<file path="config.mk">
export PLATFORM = sky130hd
export DESIGN_NAME = ram_burst_arbiter
export DESIGN_NICKNAME = d
export VERILOG_FILES = /design/src/rtl/ram_arb_pkg.sv /design/src/rtl/ram_arb_rr2.sv /design/src/rtl/ram_burst_arbiter.sv
export SDC_FILE = /design/constraint.sdc
export NUM_CORES = 1
export LEC_CHECK = 0
export ABC_AREA = 1
export BUFFER_PORTS_ARGS = -buffer_cell sky130_fd_sc_hd__buf_2
export CORE_AREA = 2 2 94 96
export CTS_BUF_LIST = sky130_fd_sc_hd__clkbuf_16
export CTS_CLUSTER_DIAMETER = 30
export CTS_CLUSTER_SIZE = 16
export DETAILED_ROUTE_END_ITERATION = 10
export DIE_AREA = 0 0 96 98
export GPL_TIMING_DRIVEN = 0
export PLACE_DENSITY = 0.77
export SLEW_MARGIN = 20
export SYNTH_ARGS = -nofsm -noshare
export SYNTH_HDL_FRONTEND = slang
export SYNTH_SLANG_ARGS = --single-unit
</file>
<file path="constraint.sdc">
create_clock -name clk -period 1.4 [get_ports clk]
set_input_delay 0.14 -clock clk [delete_from_list [all_inputs] [get_ports clk]]
set_output_delay 0.14 -clock clk [all_outputs]
set_load 0.005 [all_outputs]
</file>
<file path="src/rtl/ram_arb_pkg.sv">
`default_nettype none
// ============================================================================
// Module      : ram_arb_pkg
// Description : Shared types and constants for the main-RAM burst arbiter:
//               FSM state encoding, burst owner encoding, default burst
//               geometry and the cache-line alignment helper.
// Revision    : 1.0  initial release
// ============================================================================
package ram_arb_pkg;

  // Default burst geometry: 8 words per line, 32-byte lines
  localparam int c_burst_len  = 8;
  localparam int c_beat_w     = 3;
  localparam int c_line_ofs_w = 5;

  // Burst owner encoding
  localparam logic OWN_IC = 1'b0;
  localparam logic OWN_DC = 1'b1;

  // FSM state encoding
  localparam logic [2:0] c_st_idle    = 3'd0;
  localparam logic [2:0] c_st_ic_rd   = 3'd1;
  localparam logic [2:0] c_st_dc_rd   = 3'd2;
  localparam logic [2:0] c_st_dc_wr   = 3'd3;
  localparam logic [2:0] c_st_rd_tail = 3'd4;

  typedef enum logic [2:0] {
    IDLE    = c_st_idle,
    IC_RD   = c_st_ic_rd,
    DC_RD   = c_st_dc_rd,
    DC_WR   = c_st_dc_wr,
    RD_TAIL = c_st_rd_tail
  } arb_state_e;

  // Clears the byte-offset-within-line bits of the default line size
  localparam logic [31:0] c_line_mask = ~((32'd1 << c_line_ofs_w) - 32'd1);

  // Aligns a byte address down to the start of its line
  function automatic logic [31:0] line_align(input logic [31:0] addr, input int ofs_w);
    return addr & ~((32'd1 << ofs_w) - 32'd1);
  endfunction

endpackage
`default_nettype wire

</file>
<file path="src/rtl/ram_arb_rr2.sv">
`default_nettype none
// ============================================================================
// Module      : ram_arb_rr2
// Description : Two-way round-robin picker. A lone requester wins outright;
//               on a tie the requester that did not win last time is chosen.
//               last_grant resets to the D-cache so the I-cache wins the
//               first tie.
// Revision    : 1.0  initial release
// ============================================================================
module ram_arb_rr2
  import ram_arb_pkg::*;
(
  input  logic clk,
  input  logic rst,
  input  logic i_en,
  input  logic i_req_ic,
  input  logic i_req_dc,
  output logic o_grant,
  output logic o_owner
);

  logic r_last_grant;

  // Pick the winner for this cycle (only meaningful when o_grant is high)
  always_comb begin
    o_grant = i_en & (i_req_ic | i_req_dc);
    o_owner = OWN_IC;
    if (i_req_ic && i_req_dc) begin
      o_owner = ~r_last_grant;
    end else if (i_req_dc) begin
      o_owner = OWN_DC;
    end
  end

  // Remember who won the most recent grant
  always_ff @(posedge clk or posedge rst) begin
    if (rst) begin
      r_last_grant <= OWN_DC;
    end else if (o_grant) begin
      r_last_grant <= o_owner;
    end
  end

endmodule
`default_nettype wire

</file>
<file path="src/rtl/ram_burst_arbiter.sv">
`default_nettype none
// ============================================================================
// Module      : ram_burst_arbiter
// Description : Shares the single-ported main RAM between the I-cache refill
//               path and the D-cache refill/writeback path. Whole line bursts
//               are granted one owner at a time with round-robin fairness.
//               RAM read latency is one cycle; read beats are returned with
//               their word index, tagged to the burst owner.
//               Optional macro RAM_ARB_PERF_EN adds saturating performance
//               counters (burst counts per requester and wait cycles).
// Revision    : 1.0  initial release
// ============================================================================
module ram_burst_arbiter
  import ram_arb_pkg::*;
#(
  parameter int BURST_LEN  = c_burst_len,
  parameter int BEAT_W     = c_beat_w,
  parameter int LINE_OFS_W = c_line_ofs_w
) (
  input  logic              clk,
  input  logic              rst,
  input  logic              ic_req,
  input  logic [31:0]       ic_addr,
  output logic              ic_rvalid,
  output logic              ic_done,
  input  logic              dc_req,
  input  logic              dc_we,
  input  logic [31:0]       dc_addr,
  input  logic [31:0]       dc_wdata,
  output logic              dc_wready,
  output logic              dc_rvalid,
  output logic              dc_done,
  output logic [31:0]       rd_data,
  output logic [BEAT_W-1:0] rd_beat,
  output logic              ram_ren,
  output logic [3:0]        ram_wen,
  output logic [31:0]       ram_addr,
  output logic [31:0]       ram_wdata,
  input  logic [31:0]       ram_rdata
`ifdef RAM_ARB_PERF_EN
  ,
  output logic [31:0]       perf_ic_bursts,
  output logic [31:0]       perf_dc_bursts,
  output logic [31:0]       perf_wait_cycles
`endif
);

  localparam logic [BEAT_W-1:0] c_last_beat = BEAT_W'(BURST_LEN - 1);

  arb_state_e        r_state;
  arb_state_e        w_state_nxt;
  logic [BEAT_W-1:0] r_beat;
  logic [BEAT_W-1:0] w_beat_nxt;
  logic              r_owner;
  logic [31:0]       r_base;
  logic              r_rd_pend;
  logic [BEAT_W-1:0] r_rd_beat;
  logic              w_grant;
  logic              w_owner;
  logic              w_rd_done;
  logic              w_wr_done;
  logic [31:0]       w_beat_ofs;

  // Round-robin choice, only consulted while idle
  ram_arb_rr2 u_rr2 (
    .clk      (clk),
    .rst      (rst),
    .i_en     (r_state == IDLE),
    .i_req_ic (ic_req),
    .i_req_dc (dc_req),
    .o_grant  (w_grant),
    .o_owner  (w_owner)
  );

  assign w_beat_ofs = {{(30 - BEAT_W){1'b0}}, r_beat, 2'b00};

  // Next-state and RAM port drive; the port idles at all-zero outside a burst
  always_comb begin
    w_state_nxt = r_state;
    w_beat_nxt  = r_beat;
    ram_ren     = 1'b0;
    ram_wen     = 4'h0;
    ram_addr    = 32'h0;
    ram_wdata   = 32'h0;
    dc_wready   = 1'b0;
    w_rd_done   = 1'b0;
    w_wr_done   = 1'b0;
    case (r_state)
      IDLE: begin
        if (w_grant) begin
          if (w_owner == OWN_IC) begin
            w_state_nxt = IC_RD;
          end else if (dc_we) begin
            w_state_nxt = DC_WR;
          end else begin
            w_state_nxt = DC_RD;
          end
        end
      end
      IC_RD, DC_RD: begin
        ram_ren    = 1'b1;
        ram_addr   = r_base + w_beat_ofs;
        w_beat_nxt = r_beat + 1'b1;
        if (r_beat == c_last_beat) begin
          w_state_nxt = RD_TAIL;
        end
      end
      DC_WR: begin
        ram_wen    = 4'hF;
        dc_wready  = 1'b1;
        ram_wdata  = dc_wdata;
        ram_addr   = r_base + w_beat_ofs;
        w_beat_nxt = r_beat + 1'b1;
        if (r_beat == c_last_beat) begin
          w_wr_done   = 1'b1;
          w_state_nxt = IDLE;
        end
      end
      RD_TAIL: begin
        // Final read beat is returning; the burst is complete this cycle
        w_rd_done   = 1'b1;
        w_state_nxt = IDLE;
      end
      default: begin
        w_state_nxt = IDLE;
      end
    endcase
  end

  // FSM state register
  always_ff @(posedge clk or posedge rst) begin
    if (rst) begin
      r_state <= IDLE;
    end else begin
      r_state <= w_state_nxt;
    end
  end

  // Beat counter; wraps to zero naturally after the last beat
  always_ff @(posedge clk or posedge rst) begin
    if (rst) begin
      r_beat <= '0;
    end else begin
      r_beat <= w_beat_nxt;
    end
  end

  // Latch owner and line-aligned base address at grant
  always_ff @(posedge clk or posedge rst) begin
    if (rst) begin
      r_owner <= OWN_DC;
      r_base  <= 32'h0;
    end else if (w_grant) begin
      r_owner <= w_owner;
      r_base  <= line_align((w_owner == OWN_IC) ? ic_addr : dc_addr, LINE_OFS_W);
    end
  end

  // Track the read issued last cycle so its data can be tagged on return
  always_ff @(posedge clk or posedge rst) begin
    if (rst) begin
      r_rd_pend <= 1'b0;
      r_rd_beat <= '0;
    end else begin
      r_rd_pend <= ram_ren;
      if (ram_ren) begin
        r_rd_beat <= r_beat;
      end
    end
  end

  // Read return and completion outputs; data is zeroed when no beat returns
  always_comb begin
    ic_rvalid = r_rd_pend & (r_owner == OWN_IC);
    dc_rvalid = r_rd_pend & (r_owner == OWN_DC);
    rd_data   = r_rd_pend ? ram_rdata : 32'h0;
    rd_beat   = r_rd_pend ? r_rd_beat : '0;
    ic_done   = w_rd_done & (r_owner == OWN_IC);
    dc_done   = (w_rd_done & (r_owner == OWN_DC)) | w_wr_done;
  end

`ifdef RAM_ARB_PERF_EN
  logic w_ic_owns;
  logic w_dc_owns;
  logic w_waiting;

  // A requester owns the port during its burst and in the idle cycle it wins
  always_comb begin
    w_ic_owns = ((r_state != IDLE) && (r_owner == OWN_IC)) || (w_grant && (w_owner == OWN_IC));
    w_dc_owns = ((r_state != IDLE) && (r_owner == OWN_DC)) || (w_grant && (w_owner == OWN_DC));
    w_waiting = (ic_req && !w_ic_owns) || (dc_req && !w_dc_owns);
  end

  // Saturating performance counters
  always_ff @(posedge clk or posedge rst) begin
    if (rst) begin
      perf_ic_bursts   <= 32'h0;
      perf_dc_bursts   <= 32'h0;
      perf_wait_cycles <= 32'h0;
    end else begin
      if (ic_done && (perf_ic_bursts != 32'hFFFF_FFFF)) begin
        perf_ic_bursts <= perf_ic_bursts + 32'd1;
      end
      if (dc_done && (perf_dc_bursts != 32'hFFFF_FFFF)) begin
        perf_dc_bursts <= perf_dc_bursts + 32'd1;
      end
      if (w_waiting && (perf_wait_cycles != 32'hFFFF_FFFF)) begin
        perf_wait_cycles <= perf_wait_cycles + 32'd1;
      end
    end
  end
`endif

endmodule
`default_nettype wire

</file>
==> metrics.csv <==
stage;metric;value;unit
status;status;complete, but fails checks;
status;failing checks;setup timing;
logic_synthesis;Avg Cell Area, Syn;5.712;um2
logic_synthesis;Unique masters post-synth;21;
drt;DR DRC count;0;
worst_setup_path;CP arrival;1370;ps
global_route;gr usage total;18.78;%
layout;area grow syn2layout;65.49;%
die;Chip Width;96;um
power_and_ir_drop;maximum resistive drop on vdd;706.7;uV
worst_hold_path;Hold WC Path Type;input port to flop;
layout;count of non-filler cells in the finished layout;844;
clocking;Root Driver;clkbuf_16;
sta;period utilization;108.2;%
die;die span in y;98;um
logic_synthesis;flops & latches, synth;38;
layout;Fillers;913;
placement;Inst Count DP;817;
sta;post-layout worst setup margin;-114.2;ps
sta;Setup Skew;4.901;ps
clocking;Reg clk slew, reported paths;60;ps
sta;minimum clock period;1514;ps
logic_synthesis;FFs w/ async S/R, synth;100.0;%
drt;post-DR vias/cell;4.195;
worst_setup_path;CP required;1260;ps
drt;TritonRoute pass-1 iters;4;
clocking;maximum buffer depth of the clock tree;2;
drt;WL per Instance;11.06;um
clocking;CTS buffer count;5;
placement;Post-DP HPWL;7266;um
clocking;Worst-Skew Late Latency;270;ps
global_route;first-pass GRT wire length;14080;um
logic_synthesis;post-synthesis sequential area ratio;34.88;%
worst_setup_path;Setup crit start;r_state[0];
placement;Final Wtd Congestion;0.8793;
logic_synthesis;Mapped Cells;478;
worst_setup_path;Worst Setup End Kind;primary output;
sta;Min Hold Slack;144.0;ps
worst_hold_path;Hold Startpoint;dc_addr[31];
global_route;initial antenna violation count;0;
clocking;clk sinks;38;
die;starting density of the core;32.25;%
sta;f_max;660.4;MHz
layout;layout cell share with drive strength beyond 1;42.26;%
die;DIE AREA;0.009408;mm2
drt;DRT Wirelength;9338;um
clocking;CTS tree;yes;
sta;Final setup viols;67;
sta;RSZ-0062 raised after global routing;yes;
layout;antenna fix cells;0;
sta;Hold Fails Final Rpt;0;
drt;DR iter-0 viols;68;
placement;Placed Instance Area;0.004035;mm2
power_and_ir_drop;Pleak;3.248;nW
worst_setup_path;Worst R2R Start;r_beat[0];
die;row count;34;
worst_setup_path;CP Launch Type;flop;
clocking;H-tree depth;2;
global_route;largest net degree at the start of global routing;30;
logic_synthesis;Post-Synthesis Cell Area;0.002730;mm2
logic_synthesis;Synth Warn #;0;
global_route;GRT Residual Overflow;0;
placement;IO Port Bufs;229;
sta;Max Transition Viols Final;0;
die;Ports;242;
layout;design area;0.004518;mm2
drt;vias;3541;
logic_synthesis;dominant synthesized flop cell;dfrtp_1;
drt;ANT nets after route;0;
die;core area;0.008466;mm2
worst_setup_path;crit path max fanout;10;
power_and_ir_drop;Cell Pwr Density;1697;mW/mm2
logic_synthesis;number of synthesized flops with an enable pin;0;
worst_setup_path;Worst Setup Path Type;flop to primary output;
layout;Final Net Count;871;
flow_run;max-cap violations;0;
global_route;vias in the first global route;3202;
[worst max-delay path: stages (launching register included)]
cell	delay (ps)
dfrtp_2	410
inv_2	70
nand2_4	100
nand2_2	110
buf_8	170
nor2_2	110
buf_2	130
[layout make-up]
type	instances	area (um2)	share of cell area, %
well taps	108	135.1	2.991
clock inverters	2	33.78	0.7477
multi-input cells	309	1280	28.33
inverters	108	417.9	9.250
clock buffers	5	125.1	2.769
repair buffers	251	1366	30.24
flip-flops and latches	38	957.2	21.19
plain buffers	23	202.7	4.486
[final timing paths]
path | to | slack (ps) | cells past startpoint
max | ram_addr[3] | -110 | 6
min | r_base[31] | 140 | 5
max reg2reg | r_state[1] | -50 | 9
min reg2reg | r_base[14] | 470 | 2
max in group asynchronous | u_rr2.r_last_grant | 560 | 4
min in group asynchronous | r_base[22] | 340 | 3
[layout by cell type (no fill, tap or decap), drive strengths merged]
| cell type | instances |
|---|---|
| bufinv | 1 |
| clkbuf | 7 |
| nand4 | 1 |
| inv | 108 |
| dlygate4sd3 | 1 |
| clkinv | 1 |
| nor3 | 2 |
| o21ai | 4 |
| ha | 2 |
| buf | 271 |
| nand2 | 222 |
| dfrtp | 37 |
| nor2 | 70 |
| dfstp | 1 |
| a21oi | 1 |
| nand3 | 5 |
| conb | 2 |
[routing by layer]
| metal | wire, um | vias to the layer above | part of all wire [%] | GRT usage, % |
|---|---|---|---|---|
| li1 | - | 1843 | - | - |
| met1 | 3446 | 1553 | 37 | 20.49 |
| met2 | 4867 | 134 | 52 | 35.20 |
| met3 | 893 | 11 | 9.6 | 4.784 |
| met4 | 131 | 0 | 1.4 | 4.725 |
| met5 | 0 | - | 0 | 0 |
[per-stage QoR]
step | utilization (%) | TNS (ps) | setup WS, ps | total power (W)
3_3_place_gp | 47.43 | -12060 | -188.3 | 0.005725
2_1_floorplan | - | 0 | 127.3 | 0.004228
3_5_place_dp | 47.66 | -4422 | -177.8 | 0.005797
4_1_cts | 51.94 | -5808 | -131.9 | 0.007528
5_1_grt | 53.37 | -9907 | -174.4 | 0.008401
6_report | 53.37 | -5319 | -114.2 | 0.007667
[cells in the mapped netlist, types with 2 or more instances]
cell type | n | area share (%)
nand2_1 | 219 | 30
inv_1 | 104 | 14
nor2_1 | 69 | 9.5
dfrtp_1 | 37 | 34
buf_2 | 8 | 1.5
buf_4 | 8 | 2.2
nand3_1 | 5 | 0.92
buf_6 | 4 | 1.6
inv_2 | 4 | 0.55
o21ai_0 | 4 | 0.73
nand2_2 | 3 | 0.69
buf_1 | 2 | 0.28
clkbuf_1 | 2 | 0.28
ha_1 | 2 | 0.92
[sequential cells by signal (all words and copies together) (netlist names)]
name and count:
r_base 27, r_beat 3, r_rd_beat 3, r_state 3, r_rd_pend 1, u_rr2.r_last_grant 1
[power by group]
| part | switching [W] | total, W | internal, W |
|---|---|---|---|
| clock network | 0.000403 | 0.00123 | 0.000823 |
| registers | 0.000325 | 0.00197 | 0.00165 |
| logic | 0.00247 | 0.00447 | 0.00200 |
| total | 0.00320 | 0.00767 | 0.00447 |
[kinds of logic after synthesis]
| kind of cell | share of synthesized area (%) |
|---|---|
| buffers and inverters | 20.71 |
| other | 0.1374 |
| flip-flops | 34.88 |
| AO/OA/AOI/OAI | 0.9164 |
| adder cells (fa/ha/maj) | 0.9164 |
| AND/OR/NAND/NOR | 42.44 |
[repair_timing]
| action | 4_1_cts | 5_1_grt |
|---|---|---|
| hold endpoints to repair | 9 | 0 |
| cloned | 0 | 0 |
| buffers inserted | 13 | 7 |
| endpoints found under the setup margin | 128 | 120 |
| pin swaps | 2 | 6 |
| hold buffers | 1 | 0 |
| gates resized for setup | 30 | 26 |
(Power assumes the default switching activity.)
